## src/rtl/clint_1_13_pkg.sv

```systemverilog
// Shared definitions for the v1.13 machine-mode CLINT.
//   - register offsets inside the 64 KiB window
//   - bus FSM state type, 64-bit timer type
//   - byte-lane merge helper for partial writes
package clint_1_13_pkg;

    localparam logic [15:0] CLINT_MSIP_OFF     = 16'h0000;
    localparam logic [15:0] CLINT_MTIMECMP_OFF = 16'h4000;
    localparam logic [15:0] CLINT_MTIME_OFF    = 16'hBFF8;

    typedef enum logic {IDLE, RESP} clint_state_t;

    typedef logic [63:0] mtime_t;

    // Replace only the byte lanes selected by be.
    function automatic logic [31:0] merge_bytes(input logic [31:0] old_val,
                                                 input logic [31:0] new_val,
                                                 input logic [3:0]  be);
        logic [31:0] res;
        for (int i = 0; i < 4; i++)
            res[8*i +: 8] = be[i] ? new_val[8*i +: 8] : old_val[8*i +: 8];
        return res;
    endfunction

endpackage

```

## src/rtl/priv_1_13_clint_prescaler.sv

```systemverilog
// mtime tick generator, built only when CLINT_PRESCALER_EN is defined.
//   CLK, nRST : clock, async active-low reset
//   tick      : high one cycle out of every PRESCALE
// The counter free-runs; bus traffic never touches it.
`ifdef CLINT_PRESCALER_EN
module priv_1_13_clint_prescaler #(
    parameter int PRESCALE = 1
) (
    input  logic CLK,
    input  logic nRST,
    output logic tick
);
    localparam logic [15:0] LAST = 16'(PRESCALE - 1);

    logic [15:0] cnt;

    assign tick = (cnt == LAST);

    always_ff @(posedge CLK or negedge nRST) begin
        if (!nRST) cnt <= '0;
        else       cnt <= tick ? 16'd0 : cnt + 16'd1;
    end
endmodule
`endif

```

## src/rtl/priv_1_13_clint.sv

```systemverilog
// Machine-mode core-local interruptor: msip, mtimecmp and mtime behind a
// two-state request/busy slave port.
//   CLK, nRST                 : clock, async active-low reset
//   addr/wdata/byte_en/ren/wen: request (held by master until busy=0)
//   rdata/busy/error          : response, valid in the RESP cycle
//   timer_int_m, soft_int_m   : level interrupt sources
//   clear_timer_int_m/_soft_  : one-cycle pulse the cycle after a source falls
// Optional feature macro: CLINT_PRESCALER_EN (mtime ticks every PRESCALE cycles).
module priv_1_13_clint
    import clint_1_13_pkg::*;
#(
    parameter logic [31:0] BASE_ADDR = 32'h0200_0000,
    parameter int          PRESCALE  = 1
) (
    input  logic        CLK,
    input  logic        nRST,
    input  logic [31:0] addr,
    input  logic [31:0] wdata,
    input  logic [3:0]  byte_en,
    input  logic        ren,
    input  logic        wen,
    output logic [31:0] rdata,
    output logic        busy,
    output logic        error,
    output logic        timer_int_m,
    output logic        soft_int_m,
    output logic        clear_timer_int_m,
    output logic        clear_soft_int_m
);

    clint_state_t state;
    mtime_t       mtime, mtimecmp, mtime_next, mtime_inc;
    logic         msip, msip_d, timer_d, tick;

    // Request captured on IDLE->RESP so the response and the commit do not
    // depend on the master keeping the bus stable through RESP.
    logic [15:0]  req_off;
    logic [31:0]  req_wdata;
    logic [3:0]   req_be;
    logic         req_wr;

    logic         hit_msip, hit_cmp_lo, hit_cmp_hi, hit_time_lo, hit_time_hi;
    logic         mapped, commit;
    logic [31:0]  rd_val;

    // Only the low 16 bits of the window offset are decoded.
    logic [31:0]  rel;
    logic         unused_rel_hi;
    assign rel           = addr - BASE_ADDR;
    assign unused_rel_hi = ^rel[31:16];

`ifdef CLINT_PRESCALER_EN
    priv_1_13_clint_prescaler #(.PRESCALE(PRESCALE)) u_prescaler (
        .CLK  (CLK),
        .nRST (nRST),
        .tick (tick)
    );
`else
    // PRESCALE has no effect without the prescaler.
    logic unused_prescale;
    assign unused_prescale = (PRESCALE == 1);
    assign tick            = 1'b1;
`endif

    // Exact offset matches; a misaligned address can never match.
    always_comb begin
        hit_msip    = (req_off == CLINT_MSIP_OFF);
        hit_cmp_lo  = (req_off == CLINT_MTIMECMP_OFF);
        hit_cmp_hi  = (req_off == CLINT_MTIMECMP_OFF + 16'd4);
        hit_time_lo = (req_off == CLINT_MTIME_OFF);
        hit_time_hi = (req_off == CLINT_MTIME_OFF + 16'd4);
        mapped      = hit_msip | hit_cmp_lo | hit_cmp_hi | hit_time_lo | hit_time_hi;
        commit      = (state == RESP) && req_wr && mapped;
    end

    always_comb begin
        rd_val = '0;
        if (hit_msip)    rd_val = {31'd0, msip};
        if (hit_cmp_lo)  rd_val = mtimecmp[31:0];
        if (hit_cmp_hi)  rd_val = mtimecmp[63:32];
        if (hit_time_lo) rd_val = mtime[31:0];
        if (hit_time_hi) rd_val = mtime[63:32];
    end

    assign busy  = (state == IDLE) && (ren || wen);
    assign rdata = (state == RESP) ? rd_val : 32'd0;
    assign error = (state == RESP) && !mapped;

    assign soft_int_m = msip;

    // A write to one half overrides that half only; the other half keeps the
    // normal increment, including the low->high carry.
    always_comb begin
        mtime_inc  = mtime + {63'd0, tick};
        mtime_next = mtime_inc;
        if (commit && hit_time_lo)
            mtime_next = {mtime_inc[63:32], merge_bytes(mtime[31:0], req_wdata, req_be)};
        if (commit && hit_time_hi)
            mtime_next = {merge_bytes(mtime[63:32], req_wdata, req_be), mtime_inc[31:0]};
    end

    always_ff @(posedge CLK or negedge nRST) begin
        if (!nRST) begin
            state             <= IDLE;
            req_off           <= '0;
            req_wdata         <= '0;
            req_be            <= '0;
            req_wr            <= 1'b0;
            mtime             <= '0;
            mtimecmp          <= '1;
            msip              <= 1'b0;
            msip_d            <= 1'b0;
            timer_int_m       <= 1'b0;
            timer_d           <= 1'b0;
            clear_timer_int_m <= 1'b0;
            clear_soft_int_m  <= 1'b0;
        end else begin
            case (state)
                IDLE: if (ren || wen) begin
                    state     <= RESP;
                    req_off   <= rel[15:0];
                    req_wdata <= wdata;
                    req_be    <= byte_en;
                    req_wr    <= wen;
                end
                RESP: state <= IDLE;
                default: state <= IDLE;
            endcase

            mtime <= mtime_next;
            if (commit && hit_cmp_lo)
                mtimecmp[31:0]  <= merge_bytes(mtimecmp[31:0], req_wdata, req_be);
            if (commit && hit_cmp_hi)
                mtimecmp[63:32] <= merge_bytes(mtimecmp[63:32], req_wdata, req_be);
            if (commit && hit_msip && req_be[0])
                msip <= req_wdata[0];

            // Compare the current state; the interrupt lags it by one cycle.
            timer_int_m       <= (mtime >= mtimecmp);
            timer_d           <= timer_int_m;
            clear_timer_int_m <= timer_d & ~timer_int_m;
            msip_d            <= msip;
            clear_soft_int_m  <= msip_d & ~msip;
        end
    end

endmodule
```

## config.mk

```make
export PLATFORM = sky130hd
export DESIGN_NAME = priv_1_13_clint
export DESIGN_NICKNAME = d
export VERILOG_FILES = /design/src/rtl/clint_1_13_pkg.sv /design/src/rtl/priv_1_13_clint_prescaler.sv /design/src/rtl/priv_1_13_clint.sv
export SDC_FILE = /design/constraint.sdc
export NUM_CORES = 1
export LEC_CHECK = 0
export CELL_PAD_IN_SITES_DETAIL_PLACEMENT = 1
export CELL_PAD_IN_SITES_GLOBAL_PLACEMENT = 1
export CORE_UTILIZATION = 41
export CTS_BUF_LIST = sky130_fd_sc_hd__clkbuf_8
export DETAILED_ROUTE_END_ITERATION = 6
export HOLD_SLACK_MARGIN = 0.15
export PLACE_DENSITY_LB_ADDON = 0.1
export SLEW_MARGIN = 20
export SYNTH_ARGS = -nofsm -noshare
export SYNTH_HDL_FRONTEND = slang
export SYNTH_SLANG_ARGS = --single-unit
```

## constraint.sdc

```tcl
create_clock -name CLK -period 2.55 [get_ports CLK]
set_input_delay 0.51 -clock CLK [delete_from_list [all_inputs] [get_ports CLK]]
set_output_delay 0.51 -clock CLK [all_outputs]
set_load 0.005 [all_outputs]
```

Word level (Yosys, flattened, before mapping)
Index checks and enable logic that the tools add are counted.

Register bits after elaboration: 188. Bits of input ports: 72. Output and inout port bits: 38.

Bitwise logic cells: 9. Eq/ne operators: 12. Muxes and demuxes: 14. Reduce and logical (&&, ||, !) cells: 22. Order comparisons: 1. $add $sub $neg: 2.

Operators with widths (number): $mux W32 (6); $add A64 B1 Y64 const B (1); $ge A64 B64 Y1 (1); $mux W64 (1); $eq A16 B15 Y1 const B (2); $eq A16 B16 Y1 const B (2); $mux W8 (4); $reduce_and A2 Y1 (9); $logic_not A16 Y1 (1); $sub A16 B1 Y16 const B (1); $ne A3 B2 Y1 const B (4); $logic_and A1 B1 Y1 (10); $ne A2 B2 Y1 const B (4); $or A1 B1 Y1 (4); $not A1 Y1 (3); $and A1 B1 Y1 (2); $mux W1 (2); $pmux W1 S2 (1); $logic_not A1 Y1 (1); $logic_or A1 B1 Y1 (1).

Longest topological paths before layout
Depth in word-level cells: 9. Depth in mapped cells: 9. Depth with buffers taken out: 8.

Worst setup path after synthesis
No wires, ideal clock.

Kind: reg2out. From: register req_off[1]. To: output port rdata[23]. Data arrival time: 2.004 ns. Required time: 2.040 ns. Cell stages (with the launch flop): 7. Slack: 0.036 ns. Cells stage by stage: dfrtp_1 > or2_1 > or4_4 > nor2_1 > clkbuf_1 > a222oi_1 > nor2b_1.

Longest elaborated chain between the ends: 6. Elaborated cells on any way between the ends: 9.

RTL lines: start, declared (RTL line priv_1_13_clint.sv:37) `logic [15:0] req_off;`; start signal, assigned (RTL line priv_1_13_clint.sv:121) `req_off <= rel[15:0];`; $eq A16 B15 Y1 (RTL line priv_1_13_clint.sv:68) `hit_cmp_lo = (req_off == CLINT_MTIMECMP_OFF);`; $mux W32 (RTL line priv_1_13_clint.sv:79) `if (hit_cmp_lo) rd_val = mtimecmp[31:0];`; $mux W32 (RTL line priv_1_13_clint.sv:80) `if (hit_cmp_hi) rd_val = mtimecmp[63:32];`; $mux W32 (RTL line priv_1_13_clint.sv:81) `if (hit_time_lo) rd_val = mtime[31:0];`; $mux W32 (*) (RTL line priv_1_13_clint.sv:82) `if (hit_time_hi) rd_val = mtime[63:32];`; $mux W32 (*) (RTL line priv_1_13_clint.sv:86) `assign rdata = (state == RESP) ? rd_val : 32'd0;`; end, declared (RTL line priv_1_13_clint.sv:22) `output logic [31:0] rdata,`.

Every way passes the cells marked *; elsewhere a longest branch is shown, timed or not.

Worst setup path in the final report
From: register req_off[15]. To: output port rdata[16].

Same word-level chain as after synthesis.

==> results.md <==
- Crit path top cell by count: buf_6
- Arrival @ worst endpoint: 2620 ps
- Clock sink count: 188
- Library cells used by synthesis: 61
- Initial Util: 0.423
- # setup viols final: 43
- Dpl hpwl: 28,500 um
- Worst reg2reg path depth: 12
- WHS: 439 ps
- Htree depth: 4
- Peak VDD IR: 258 uV
- Worst Setup Start Kind: register
- DRT antenna net count: 0
- Total of warnings raised by yosys: 0
- R2r startpoint: req_off[15]$_DFFE_PN0P_
- Clock Path Buffers: 2
- Status: finished with violations
- Fill cells: 3,055
- Critical Path RT: 2040 ps
- RSZ-0062 raised after global routing: yes
- Post-Synthesis Cells: 1,242
- Final worst slack: -582 ps
- Syn_area_per_cell: 8.97 sq um
- Register area: 4790 sq um
- Initial DRC count: 739
- Post-Route WL: 39,100 um
- Tcrit/Tclk final: 1.23
- Synth Register Bits: 188
- Hold WC Path Type: register to register
- Post-synth EDFFs: 0
- Layout cells sized above 1: 0.268
- Number of diodes: 0
- CP top delay family: simple AND/OR/NAND/NOR gates
- Most common cell after layout, fill and taps aside: nand2_1
- Sequential fraction of the synthesis area: 0.429
- Hold Vio Cnt, Final: 0
- Clock transition at the registers of the reported paths: 120 ps
- CTS root buf: clkbuf_8
- Vias: 10,600
- IO Count: 110
- Clock Latency Late Sink: 500 ps
- Routability congestion estimate: 0.962
- Worst-Margin Slew: 688 ps
- WL/cell: 21.8 um
- Slowest cell on the critical path: dfrtp_1
- Critical-path maximum fanout: 8
- First-pass GRT wire length: 61,300 um
- Die width: 167 um
- Post-Syn Nets: 1,379
- Synthesized area: 11,100 sq um
- Synth async-reset ratio: 1.00
- R2r setup slk: -30 ps
- Setup WS pre-CTS: -348 ps
- Multi-input logic area: 6040 sq um
- Delay of the slowest critical-path stage: 450 ps
- RR Endpoint: mtimecmp[0]$_DFFE_PN1P_
- Worst Path Buf+Inv: 6
- Most frequent cells in the layout: 256 x nand2_1, 123 x dfrtp_1, 120 x buf_4
- Largest net degree at the start of global routing: 70
- First drt pass iteration count: 7
- Static Leak: 6.18 nW
- # rows: 59
- HP Start: timer_int_m$_DFF_PN0_
- Die ar.: 27,900 sq um
- # nets final: 1,585
- PD cells: 442 nW/um^2
- Primary FF master, synth: dfrtp_1
- Hold path cells: 0
- Die Y: 167 um
- Layout Cells excl Fill: 1,796
- Hold Path End: timer_d$_DFF_PN0_
- Global route overflow: 0
- Failing checks: design-rule violations, negative setup slack
- DR DRC count: 3
- Min Tclk post-route: 3130 ps
- Via-to-Cell Ratio: 5.88
- CP Capture Type: output pin
- Vias in the first global route: 11,000
- Port Buffer Count: 93
- TritonCTS clock tree: built
- Initial antenna violation count: 1
- Max-Cap Viols: 0
- Core box area: 26,400 sq um
- Slew headroom: 0.541
- CP cell instances: nor4_4, nand4_1, buf_4, nor3b_4, buf_6, buf_6, buf_6, buf_12, a222oi_1, nor2b_1, buf_2
- Total GRT Usage: 0.282
- Pins Over Slew Limit: 0
- Cts bufs inserted: 17
- Setup Skew: 21.6 ps
- Area grow syn2layout: 26.4%
- Placed Cells incl. Taps: 1,744
- Fmax: 319 MHz
- Kind of critical path: register to output pin
final cells by class:
class                      count  area share
tap                          335      0.0298
sequential                   188       0.340
timing repair buffer         243       0.153
clock inverter                15      0.0111
clock buffer                  17      0.0166
multi-input combinational    919       0.429
inverter                      79      0.0211
state kept, by name, indices dropped and copies added, names as in the netlist, 4 cells and up:
name and count:
mtimecmp 64, req_be 4, req_wdata 32, req_off 16
mtime 64
repair_timing:
action / CTS / global route
hold endpoints to repair: 45 / 0
cloned: 1 / 2
pin swaps: 0 / 16
hold buffers: 1 / 0
setup buffers: 3 / 14
setup endpoints to repair: 68 / 99
gates resized for setup: 20 / 144
kinds of logic (layout without fill, tap and decap cells):
| family | Yosys count | after routing | share of synthesized area |
|---|---|---|---|
| AO/OA/AOI/OAI | 268 | 268 | 0.165 |
| adder cells (fa/ha/maj) | 65 | 65 | 0.0730 |
| buffers and inverters | 135 | 354 | 0.0473 |
| flip-flops | 188 | 188 | 0.429 |
| multiplexers | 63 | 63 | 0.0632 |
| AND/OR/NAND/NOR | 523 | 523 | 0.222 |
metal layers:
metal / share of wire / GRT usage / vias up
met4: 0.016 / 0.0580 / 0
met3: 0.045 / 0.0321 / 34
met1: 0.46 / 0.393 / 5354
li1: - / - / 4888
met5: 0 / 0 / -
met2: 0.48 / 0.471 / 279
cells in the mapped netlist (18+ instances only):
library cell / number / area, sq um
clkbuf_1: 46 / 173
o22ai_1: 18 / 113
dfstp_2: 64 / 1680
a21oi_1: 42 / 210
dfrtp_1: 124 / 3100
nor2_1: 65 / 244
nand4_1: 28 / 175
o21ai_0: 75 / 375
a222oi_1: 32 / 320
nand2_1: 266 / 998
inv_1: 79 / 297
nand3_1: 42 / 210
and3_1: 18 / 113
a211oi_1: 19 / 143
mux2_2: 59 / 664
nor2b_1: 34 / 213
ha_1: 65 / 813
power breakdown:
part / leakage [nW] / total [mW] / switching [mW] / internal (mW)
combinational: 3.71 / 0.759 / 0.411 / 0.348
sequential: 2.27 / 3.43 / 0.277 / 3.15
clock: 0.199 / 2.03 / 1.30 / 0.731
per-stage QoR:
step / area, sq um / util / setup TNS, ps / power, mW
4_1_cts: 13900 / 0.527 / -24830 / 6.24
3_5_place_dp: 13400 / 0.508 / -11140 / 4.19
3_3_place_gp: 13400 / 0.508 / -8520 / 4.17
5_1_grt: 14100 / 0.534 / -24820 / 6.48
2_1_floorplan: 11100 / - / 0 / 3.69
6_report: 14100 / 0.534 / -16730 / 6.22
worst max-delay path by stage:
stage	slack, ps	cells past startpoint	end	startpoint
6_report	-580	11	rdata[16]	req_off[15]$_DFFE_PN0P_
5_1_grt	-720	11	rdata[16]	req_off[15]$_DFFE_PN0P_
4_1_cts	-800	9	rdata[31]	req_off[9]$_DFFE_PN0P_
3_5_place_dp	-350	8	rdata[6]	req_off[9]$_DFFE_PN0P_
3_3_place_gp	-290	8	rdata[8]	req_off[9]$_DFFE_PN0P_
2_1_floorplan	40	6	rdata[23]	req_off[1]$_DFFE_PN0P_
No activity file was read; power rests on OpenSTA's default activity.
